[src/rtl/peregrine_dram_arb_if.sv]
// Bus bundle for peregrine_dram_arb: core DRam0 port, DMA request/response
// port and the single-ported bank command. slave = arbiter side.
interface peregrine_dram_arb_if #(
  parameter int ADDR_W = 16,
  parameter int DATA_W = 32,
  parameter int BE_W   = 4
);
  logic [ADDR_W-1:0] DRam0Addr0;
  logic              DRam0En0;
  logic              DRam0Wr0;
  logic [BE_W-1:0]   DRam0ByteEn0;
  logic [DATA_W-1:0] DRam0WrData0;
  logic [DATA_W-1:0] DRam0Data0;
  logic              DRam0Busy0;

  logic              DmaReqValid;
  logic              DmaReqRdy;
  logic              DmaReqWr;
  logic [ADDR_W-1:0] DmaReqAddr;
  logic [BE_W-1:0]   DmaReqBE;
  logic [DATA_W-1:0] DmaReqData;
  logic              DmaRespValid;
  logic [DATA_W-1:0] DmaRespData;

  logic              SramEn;
  logic              SramWr;
  logic [ADDR_W-1:0] SramAddr;
  logic [BE_W-1:0]   SramBE;
  logic [DATA_W-1:0] SramWrData;
  logic [DATA_W-1:0] SramRdData;

  modport slave (
    input  DRam0Addr0, DRam0En0, DRam0Wr0, DRam0ByteEn0, DRam0WrData0,
    output DRam0Data0, DRam0Busy0,
    input  DmaReqValid, DmaReqWr, DmaReqAddr, DmaReqBE, DmaReqData,
    output DmaReqRdy, DmaRespValid, DmaRespData,
    output SramEn, SramWr, SramAddr, SramBE, SramWrData,
    input  SramRdData
  );

  modport master (
    output DRam0Addr0, DRam0En0, DRam0Wr0, DRam0ByteEn0, DRam0WrData0,
    input  DRam0Data0, DRam0Busy0,
    output DmaReqValid, DmaReqWr, DmaReqAddr, DmaReqBE, DmaReqData,
    input  DmaReqRdy, DmaRespValid, DmaRespData,
    input  SramEn, SramWr, SramAddr, SramBE, SramWrData,
    output SramRdData
  );
endinterface

[src/rtl/peregrine_dram_arb.sv]
// Core/DMA arbiter for the single-ported DRam0 bank. Core wins by default;
// PEREGRINE_DRAM_ARB_STARVE_EN adds the starvation counter and DMA_FORCE state.
module peregrine_dram_arb #(
  parameter int ADDR_W       = 16,
  parameter int DATA_W       = 32,
  parameter int BE_W         = 4,
  parameter int STARVE_LIMIT = 8
) (
  input  logic                  CLK,
  input  logic                  BReset,
  peregrine_dram_arb_if.slave   bus
);
  logic core_gnt, dma_gnt;
  logic rd_pend_q, rd_pend_d;
  logic rd_owner_dma_q, rd_owner_dma_d;

  logic              cmd_wr;
  logic [ADDR_W-1:0] cmd_addr;
  logic [BE_W-1:0]   cmd_be;
  logic [DATA_W-1:0] cmd_data;

`ifdef PEREGRINE_DRAM_ARB_STARVE_EN
  typedef enum logic {CORE_PRI, DMA_FORCE} state_e;
  localparam logic [3:0] LIMIT = 4'(STARVE_LIMIT);

  state_e     state_q;
  logic [3:0] starve_cnt_q, starve_cnt_d;

  always_comb begin
    dma_gnt  = ~BReset & bus.DmaReqValid & (~bus.DRam0En0 | (state_q == DMA_FORCE));
    core_gnt = ~BReset & bus.DRam0En0 & ~dma_gnt;
  end

  assign bus.DRam0Busy0 = ~BReset & bus.DRam0En0 & ~core_gnt;

  // Counts only cycles where the DMA is actually waiting; any gap restarts it.
  always_comb begin
    starve_cnt_d = starve_cnt_q;
    if (!bus.DmaReqValid || dma_gnt) starve_cnt_d = 4'd0;
    else if (starve_cnt_q != LIMIT)  starve_cnt_d = starve_cnt_q + 4'd1;
  end

  always_ff @(posedge CLK or posedge BReset) begin
    if (BReset) begin
      state_q      <= CORE_PRI;
      starve_cnt_q <= 4'd0;
    end else begin
      starve_cnt_q <= starve_cnt_d;
      case (state_q)
        CORE_PRI:  if (starve_cnt_d == LIMIT) state_q <= DMA_FORCE;
        DMA_FORCE: if (dma_gnt || !bus.DmaReqValid) state_q <= CORE_PRI;
        default:   state_q <= CORE_PRI;
      endcase
    end
  end
`else
  logic unused_limit;
  assign unused_limit = |STARVE_LIMIT;

  always_comb begin
    core_gnt = ~BReset & bus.DRam0En0;
    dma_gnt  = ~BReset & bus.DmaReqValid & ~bus.DRam0En0;
  end

  assign bus.DRam0Busy0 = 1'b0;
`endif

  assign bus.DmaReqRdy = dma_gnt;

  always_comb begin
    cmd_wr   = bus.DRam0Wr0;
    cmd_addr = bus.DRam0Addr0;
    cmd_be   = bus.DRam0ByteEn0;
    cmd_data = bus.DRam0WrData0;
    if (dma_gnt) begin
      cmd_wr   = bus.DmaReqWr;
      cmd_addr = bus.DmaReqAddr;
      cmd_be   = bus.DmaReqBE;
      cmd_data = bus.DmaReqData;
    end
  end

  assign bus.SramEn     = core_gnt | dma_gnt;
  assign bus.SramWr     = cmd_wr;
  assign bus.SramAddr   = cmd_addr;
  assign bus.SramBE     = cmd_be;
  assign bus.SramWrData = cmd_data;

  // Remember who owns the bank read so next-cycle data is steered correctly.
  always_comb begin
    rd_pend_d      = (core_gnt & ~bus.DRam0Wr0) | (dma_gnt & ~bus.DmaReqWr);
    rd_owner_dma_d = dma_gnt;
  end

  always_ff @(posedge CLK or posedge BReset) begin
    if (BReset) begin
      rd_pend_q      <= 1'b0;
      rd_owner_dma_q <= 1'b0;
    end else begin
      rd_pend_q      <= rd_pend_d;
      rd_owner_dma_q <= rd_owner_dma_d;
    end
  end

  assign bus.DmaRespValid = rd_pend_q & rd_owner_dma_q;
  assign bus.DmaRespData  = bus.SramRdData;
  assign bus.DRam0Data0   = bus.SramRdData;
endmodule

[src/flat_wrapper.sv]
// flat-port wrapper written by rule: the top's interface ports become plain ports
module peregrine_dram_arb_flat 
#(
  parameter int ADDR_W       = 16,
  parameter int DATA_W       = 32,
  parameter int BE_W         = 4,
  parameter int STARVE_LIMIT = 8
)
  (CLK, BReset, bus_DRam0Addr0, bus_DRam0En0, bus_DRam0Wr0, bus_DRam0ByteEn0, bus_DRam0WrData0, bus_DRam0Data0, bus_DRam0Busy0, bus_DmaReqValid, bus_DmaReqWr, bus_DmaReqAddr, bus_DmaReqBE, bus_DmaReqData, bus_DmaReqRdy, bus_DmaRespValid, bus_DmaRespData, bus_SramEn, bus_SramWr, bus_SramAddr, bus_SramBE, bus_SramWrData, bus_SramRdData);
  peregrine_dram_arb_if #(.ADDR_W(ADDR_W), .DATA_W(DATA_W), .BE_W(BE_W)) bus_i ();
  input  logic CLK;
  input  logic BReset;
  input wire logic [$bits(bus_i.DRam0Addr0)-1:0] bus_DRam0Addr0;
  input wire logic [$bits(bus_i.DRam0En0)-1:0] bus_DRam0En0;
  input wire logic [$bits(bus_i.DRam0Wr0)-1:0] bus_DRam0Wr0;
  input wire logic [$bits(bus_i.DRam0ByteEn0)-1:0] bus_DRam0ByteEn0;
  input wire logic [$bits(bus_i.DRam0WrData0)-1:0] bus_DRam0WrData0;
  output wire logic [$bits(bus_i.DRam0Data0)-1:0] bus_DRam0Data0;
  output wire logic [$bits(bus_i.DRam0Busy0)-1:0] bus_DRam0Busy0;
  input wire logic [$bits(bus_i.DmaReqValid)-1:0] bus_DmaReqValid;
  input wire logic [$bits(bus_i.DmaReqWr)-1:0] bus_DmaReqWr;
  input wire logic [$bits(bus_i.DmaReqAddr)-1:0] bus_DmaReqAddr;
  input wire logic [$bits(bus_i.DmaReqBE)-1:0] bus_DmaReqBE;
  input wire logic [$bits(bus_i.DmaReqData)-1:0] bus_DmaReqData;
  output wire logic [$bits(bus_i.DmaReqRdy)-1:0] bus_DmaReqRdy;
  output wire logic [$bits(bus_i.DmaRespValid)-1:0] bus_DmaRespValid;
  output wire logic [$bits(bus_i.DmaRespData)-1:0] bus_DmaRespData;
  output wire logic [$bits(bus_i.SramEn)-1:0] bus_SramEn;
  output wire logic [$bits(bus_i.SramWr)-1:0] bus_SramWr;
  output wire logic [$bits(bus_i.SramAddr)-1:0] bus_SramAddr;
  output wire logic [$bits(bus_i.SramBE)-1:0] bus_SramBE;
  output wire logic [$bits(bus_i.SramWrData)-1:0] bus_SramWrData;
  input wire logic [$bits(bus_i.SramRdData)-1:0] bus_SramRdData;
  assign bus_i.DRam0Addr0 = bus_DRam0Addr0;
  assign bus_i.DRam0En0 = bus_DRam0En0;
  assign bus_i.DRam0Wr0 = bus_DRam0Wr0;
  assign bus_i.DRam0ByteEn0 = bus_DRam0ByteEn0;
  assign bus_i.DRam0WrData0 = bus_DRam0WrData0;
  assign bus_DRam0Data0 = bus_i.DRam0Data0;
  assign bus_DRam0Busy0 = bus_i.DRam0Busy0;
  assign bus_i.DmaReqValid = bus_DmaReqValid;
  assign bus_i.DmaReqWr = bus_DmaReqWr;
  assign bus_i.DmaReqAddr = bus_DmaReqAddr;
  assign bus_i.DmaReqBE = bus_DmaReqBE;
  assign bus_i.DmaReqData = bus_DmaReqData;
  assign bus_DmaReqRdy = bus_i.DmaReqRdy;
  assign bus_DmaRespValid = bus_i.DmaRespValid;
  assign bus_DmaRespData = bus_i.DmaRespData;
  assign bus_SramEn = bus_i.SramEn;
  assign bus_SramWr = bus_i.SramWr;
  assign bus_SramAddr = bus_i.SramAddr;
  assign bus_SramBE = bus_i.SramBE;
  assign bus_SramWrData = bus_i.SramWrData;
  assign bus_i.SramRdData = bus_SramRdData;
  peregrine_dram_arb #(.ADDR_W(ADDR_W), .DATA_W(DATA_W), .BE_W(BE_W), .STARVE_LIMIT(STARVE_LIMIT)) u_core (.CLK(CLK), .BReset(BReset), .bus(bus_i));
endmodule
[config.mk]
export PLATFORM = sky130hd
export DESIGN_NAME = peregrine_dram_arb_flat
export DESIGN_NICKNAME = d
export VERILOG_FILES = /design/src/rtl/peregrine_dram_arb_if.sv /design/src/rtl/peregrine_dram_arb.sv /design/src/flat_wrapper.sv
export SDC_FILE = /design/constraint.sdc
export NUM_CORES = 1
export LEC_CHECK = 0
export ABC_CLOCK_PERIOD_IN_PS = 3100
export BUFFER_PORTS_ARGS = -buffer_cell sky130_fd_sc_hd__clkbuf_2
export CORE_AREA = 10 10 93 95
export CTS_BUF_LIST = sky130_fd_sc_hd__clkbuf_8
export DETAILED_ROUTE_END_ITERATION = 6
export DIE_AREA = 0 0 103 105
export PLACE_DENSITY_LB_ADDON = 0.08
export SKIP_LAST_GASP = 1
export SLEW_MARGIN = 0
export SYNTH_ARGS = -nofsm -noshare
export SYNTH_HDL_FRONTEND = slang
export SYNTH_SLANG_ARGS = --single-unit
[constraint.sdc]
create_clock -name CLK -period 3.1 [get_ports CLK]
set_input_delay 0.465 -clock CLK [delete_from_list [all_inputs] [get_ports CLK]]
set_output_delay 0.465 -clock CLK [all_outputs]
set_load 0.01 [all_outputs]
**Word level (Yosys, flattened, before mapping)**

Index checks and enable logic that the tools add are counted.

- Bits in registers: 2

- Bitwise logic cells: 12
- Multiplexer cells: 4

Operators with widths:

| kind | number |
|---|---|
| two-way mux 32 bit | 1 |
| two-way mux 16 bit | 1 |
| bitwise AND 1 bit | 6 |
| two-way mux 4 bit | 1 |
| NOT 1 bit | 4 |
| OR 1 bit | 2 |
| two-way mux 1 bit | 1 |

**Logic depth before layout (Yosys ltp)**

- Depth after elaboration: 5
- Gate-level depth with buffers: 4
- Mapped depth without buffers: 2

**Worst setup path after synthesis**

No wires, ideal clock.

- Path kind: input to output
- From: input port bus_DRam0En0
- To: output port bus_SramWrData[22]
- Buffers on the path: 2
- Stages: 4
- Setup slack: 1.334 ns
- Data arrival time: 1.301 ns
- Cell sequence: nor3b_2 -> buf_6 -> buf_12 -> mux2_4

- Cells in the longest elaborated chain, start to end: 3

RTL lines:

| what | RTL line | source |
|---|---|---|
| start, declared | flat_wrapper.sv:14 | `input wire logic [$bits(bus_i.DRam0En0)-1:0] bus_DRam0En0;` |
| NOT 1 bit | peregrine_dram_arb.sv:62 | `dma_gnt = ~BReset & bus.DmaReqValid & ~bus.DRam0En0;` |
| bitwise AND 1 bit | peregrine_dram_arb.sv:62 |  |
| net bus_DmaReqRdy | flat_wrapper.sv:25 | `output wire logic [$bits(bus_i.DmaReqRdy)-1:0] bus_DmaReqRdy;` |
| two-way mux 32 bit | peregrine_dram_arb.sv:75 | `if (dma_gnt) begin` |
| end, declared | flat_wrapper.sv:32 | `output wire logic [$bits(bus_i.SramWrData)-1:0] bus_SramWrData;` |

The timed path passes the listed nets, and every way through them passes these cells.

**Worst setup path after layout**

- From: input port bus_DRam0En0
- To: output port bus_SramWrData[15]

- Cells in the longest elaborated chain, start to end: 3

RTL lines:

| what | RTL line |
|---|---|
| NOT 1 bit | peregrine_dram_arb.sv:62 |
| bitwise AND 1 bit | peregrine_dram_arb.sv:62 |
| two-way mux 32 bit | peregrine_dram_arb.sv:75 |

Every way passes these cells.

==> implementation parameters <==
Parameter                              Value

Run status
  Result of the run    completed

Clock network
  CTS tree    built
  # hold bufs at CTS    0
  CTS Buf Count    3
  Cell at the root of the clock tree    sky130_fd_sc_hd__clkbuf_8
  Post CTS Setup Buffer Count    0
  Maximum level of the CTS H-tree    1
  Clock tree sinks    2
  Maximum clock insertion buffer count    2
  # resized after CTS    0
  Clock slew at the register clock pins of the worst setup and hold paths    30 ps

Floorplan
  Core Box Area    6760 um^2
  Width of the die    approximately 100 um
  Initial standard-cell utilization of the core    22.0%
  Total die area    between 10000 and 15000 um^2
  Total I/O pin count    263
  Y dimension of the die    105 um
  Number of cell rows    30

Routing
  Remaining number of nets flagged by the antenna check after routing    0
  Met1 layer wirelength in the final routing    1.73 mm
  Number of DRC markers after the initial detailed-route iteration    18
  WL met3    approximately 1.2 mm
  Via density    slightly above 4
  Amount of wire on met2 after detailed routing    3.13 mm
  Via Count    around 1300
  Highest Signal Layer    met4
  Routed length per placed instance    19.6 um
  Number of remaining DRC errors    0
  Total routed wirelength    around 6.2 mm
  First-pass iteration count of the detailed router    3

Worst setup path
  Crit path arrival time    1650 ps
  Cell with the largest stage delay on the worst path    sky130_fd_sc_hd__mux2_4
  Data required time at the worst endpoint    between 2000 and 3000 ps
  Maximum fanout along the worst path    41
  Kind of critical path    in -> out
  Critical Path Max Stage Delay    around 330 ps
  Crit path cell chain    clkbuf_2 -> nor3b_4 -> buf_12 -> mux2_4 -> clkbuf_2
  Setup crit end kind    primary output
  Critical path startpoint category    input pin
  Cell type with the highest occurrence count on the critical path    sky130_fd_sc_hd__clkbuf_2
  Critical Path Source    bus_DRam0En0

Global routing
  Via count of the first global-routing pass    1382
  Aggregate global routing overflow    0
  Global router's overall resource usage    roughly 9.9%
  Antenna violations before repair    0
  Maximum number of pins on one net before global-route repair    42
  Global-route wire length before repair    around 8.4 mm

STA
  Part of the cycle the worst path needs    about two thirds
  Final setup violation count    0
  Total Neg Setup Slack    0 ps
  RSZ-0062 raised after global routing    false
  Period minus WS final    2120 ps
  Final-report hold violation count    0
  Maximum operating frequency    473 MHz
  Slew Viols, Final    0

Placement
  Number of buffers inserted by port buffering    between 150 and 200
  Post-DP HPWL    5.66 mm
  Final weighted congestion in routability-driven placement    0.723

Hold path
  Hold/Removal Path Class    in -> async

Yosys
  Post-synth ARST share    between 90% and 100%
  Multiplexer share of the synthesized area    52.6%
  Synthesized net count    approximately 280
  Top FF cell, synth    sky130_fd_sc_hd__dfrtp_1
  Synth Area in Adders    0%
  Xor and xnor area share after synthesis    0%
  Number of synthesized flops with an enable pin    0
  Average size of a mapped cell    11.0 um^2
  Count of warnings emitted by yosys    0
  Sequential fraction of the synthesis area    3.37%
  Number of unique standard cell types used by synthesis    14
  #FFs+latches synth    2
  Fraction of the mapped netlist area in compound gates    0.337%
  Total standard cell area after synthesis    1490 um^2
  Dominant combinational cell family by area after synthesis    multiplexers
  Post-Syn Instances    135
  Post-synthesis simple-gate area fraction    2.86%

Power and ir drop
  Peak supply drop    0.117 mV
  Areal power density over the cells    205 nW/um^2
  Leakage power of the design    0.00114 uW
  Overall power after layout    386 uW

Final layout
  Core Util, Final    27.9%
  Fraction of final layout cells sized beyond drive strength 1    between 90% and 100%
  Number of fillers in the final layout    746
  Number of nets in the layout    between 300 and 400
  N_diodes    0
  Layout overhead on the synthesized area    27.0%

Job
  Count of maximum capacitance violations    0
## state kept, by name (all words and copies together), names as in the netlist
| signal | count |
|---|---|
| u_core.rd_pend_q | 1 |
| u_core.rd_owner_dma_q | 1 |
## worst max-delay path by stage
| stage | endpoint | cells past startpoint |
|---|---|---|
| detailed placement | bus_SramWrData[25] | 5 |
| floorplan | bus_SramWrData[22] | 4 |
| CTS | bus_SramWrData[31] | 5 |
| global placement | bus_SramWrData[25] | 5 |
| global route | bus_SramBE[3] | 5 |
| finish | bus_SramWrData[15] | 5 |
## cells in the mapped netlist, types with 2 or more instances
| library cell | n | share of area (%) |
|---|---|---|
| sky130_fd_sc_hd__buf_4 | 65 | 33 |
| sky130_fd_sc_hd__nor2_1 | 2 | 0.51 |
| sky130_fd_sc_hd__dfrtp_1 | 2 | 3.4 |
| sky130_fd_sc_hd__mux2_2 | 4 | 3.0 |
| sky130_fd_sc_hd__buf_12 | 5 | 6.7 |
| sky130_fd_sc_hd__mux2_4 | 49 | 50 |
## per-layer routing
metal	vias to the layer above	GRT usage (%)
li1	586	-
met1	554	7.81
met2	110	19.1
met3	29	5.80
met4	0	3.48
met5	-	0
## area by class of cell
class | count | area, um^2 | share of cell area (%)
sequential | 2 | 50.0 | 2.65
inverter | 1 | 3.75 | 0.199
timing repair buffer | 167 | 853 | 45.2
clock buffer | 3 | 41.3 | 2.19
multi-input combinational | 61 | 838 | 44.4
tap | 80 | 100 | 5.31
## logic make-up (layout without fill, tap and decap cells)
kind of cell | Yosys count | after routing
AOI/OAI and AO/OA | 1 | 1
buffers and inverters | 72 | 171
DFF | 2 | 2
muxes | 53 | 53
other | 1 | 1
and+or+nand+nor | 6 | 6
## cells in the final DEF (no fill, tap or decap)
| master | synthesis | final |
|---|---|---|
| sky130_fd_sc_hd__clkbuf_8 | 0 | 3 |
| sky130_fd_sc_hd__buf_4 | 65 | 1 |
| sky130_fd_sc_hd__nor2_1 | 2 | 2 |
| sky130_fd_sc_hd__dfrtp_1 | 2 | 2 |
| sky130_fd_sc_hd__and2_1 | 1 | 1 |
| sky130_fd_sc_hd__or2b_1 | 1 | 1 |
| sky130_fd_sc_hd__buf_12 | 5 | 1 |
| sky130_fd_sc_hd__a21oi_1 | 1 | 1 |
| sky130_fd_sc_hd__inv_1 | 1 | 1 |
| sky130_fd_sc_hd__mux2_4 | 49 | 49 |
| sky130_fd_sc_hd__clkbuf_2 | 0 | 165 |
| sky130_fd_sc_hd__conb_1 | 1 | 1 |
| sky130_fd_sc_hd__mux2_2 | 4 | 4 |
| sky130_fd_sc_hd__nor3b_4 | 0 | 1 |
| sky130_fd_sc_hd__or3b_2 | 1 | 1 |
## report_power, final
group / switching (uW) / internal [uW] / total, uW
Clock: 20.3 / 82.1 / 102
Sequential: 0.171 / 27.5 / 27.7
Combinational: 101 / 155 / 256
## stage by stage
step,setup WS [ps],instance area [um^2],std cells,hold slack (ps)
4_1_cts,965,1890,314,153
2_1_floorplan,1330,1490,135,206
3_5_place_dp,967,1850,311,376
3_3_place_gp,964,1850,311,377
5_1_grt,902,1890,314,173
6_report,984,1890,314,150
## critical path, delay by kind of cell
| kind | cells | cell delay [ps] |
|---|---|---|
| and+or+nand+nor | 1 | 250 |
| muxes | 1 | 330 |
| buffers and inverters | 3 | 580 |
No activity file was read; power rests on OpenSTA's default activity.
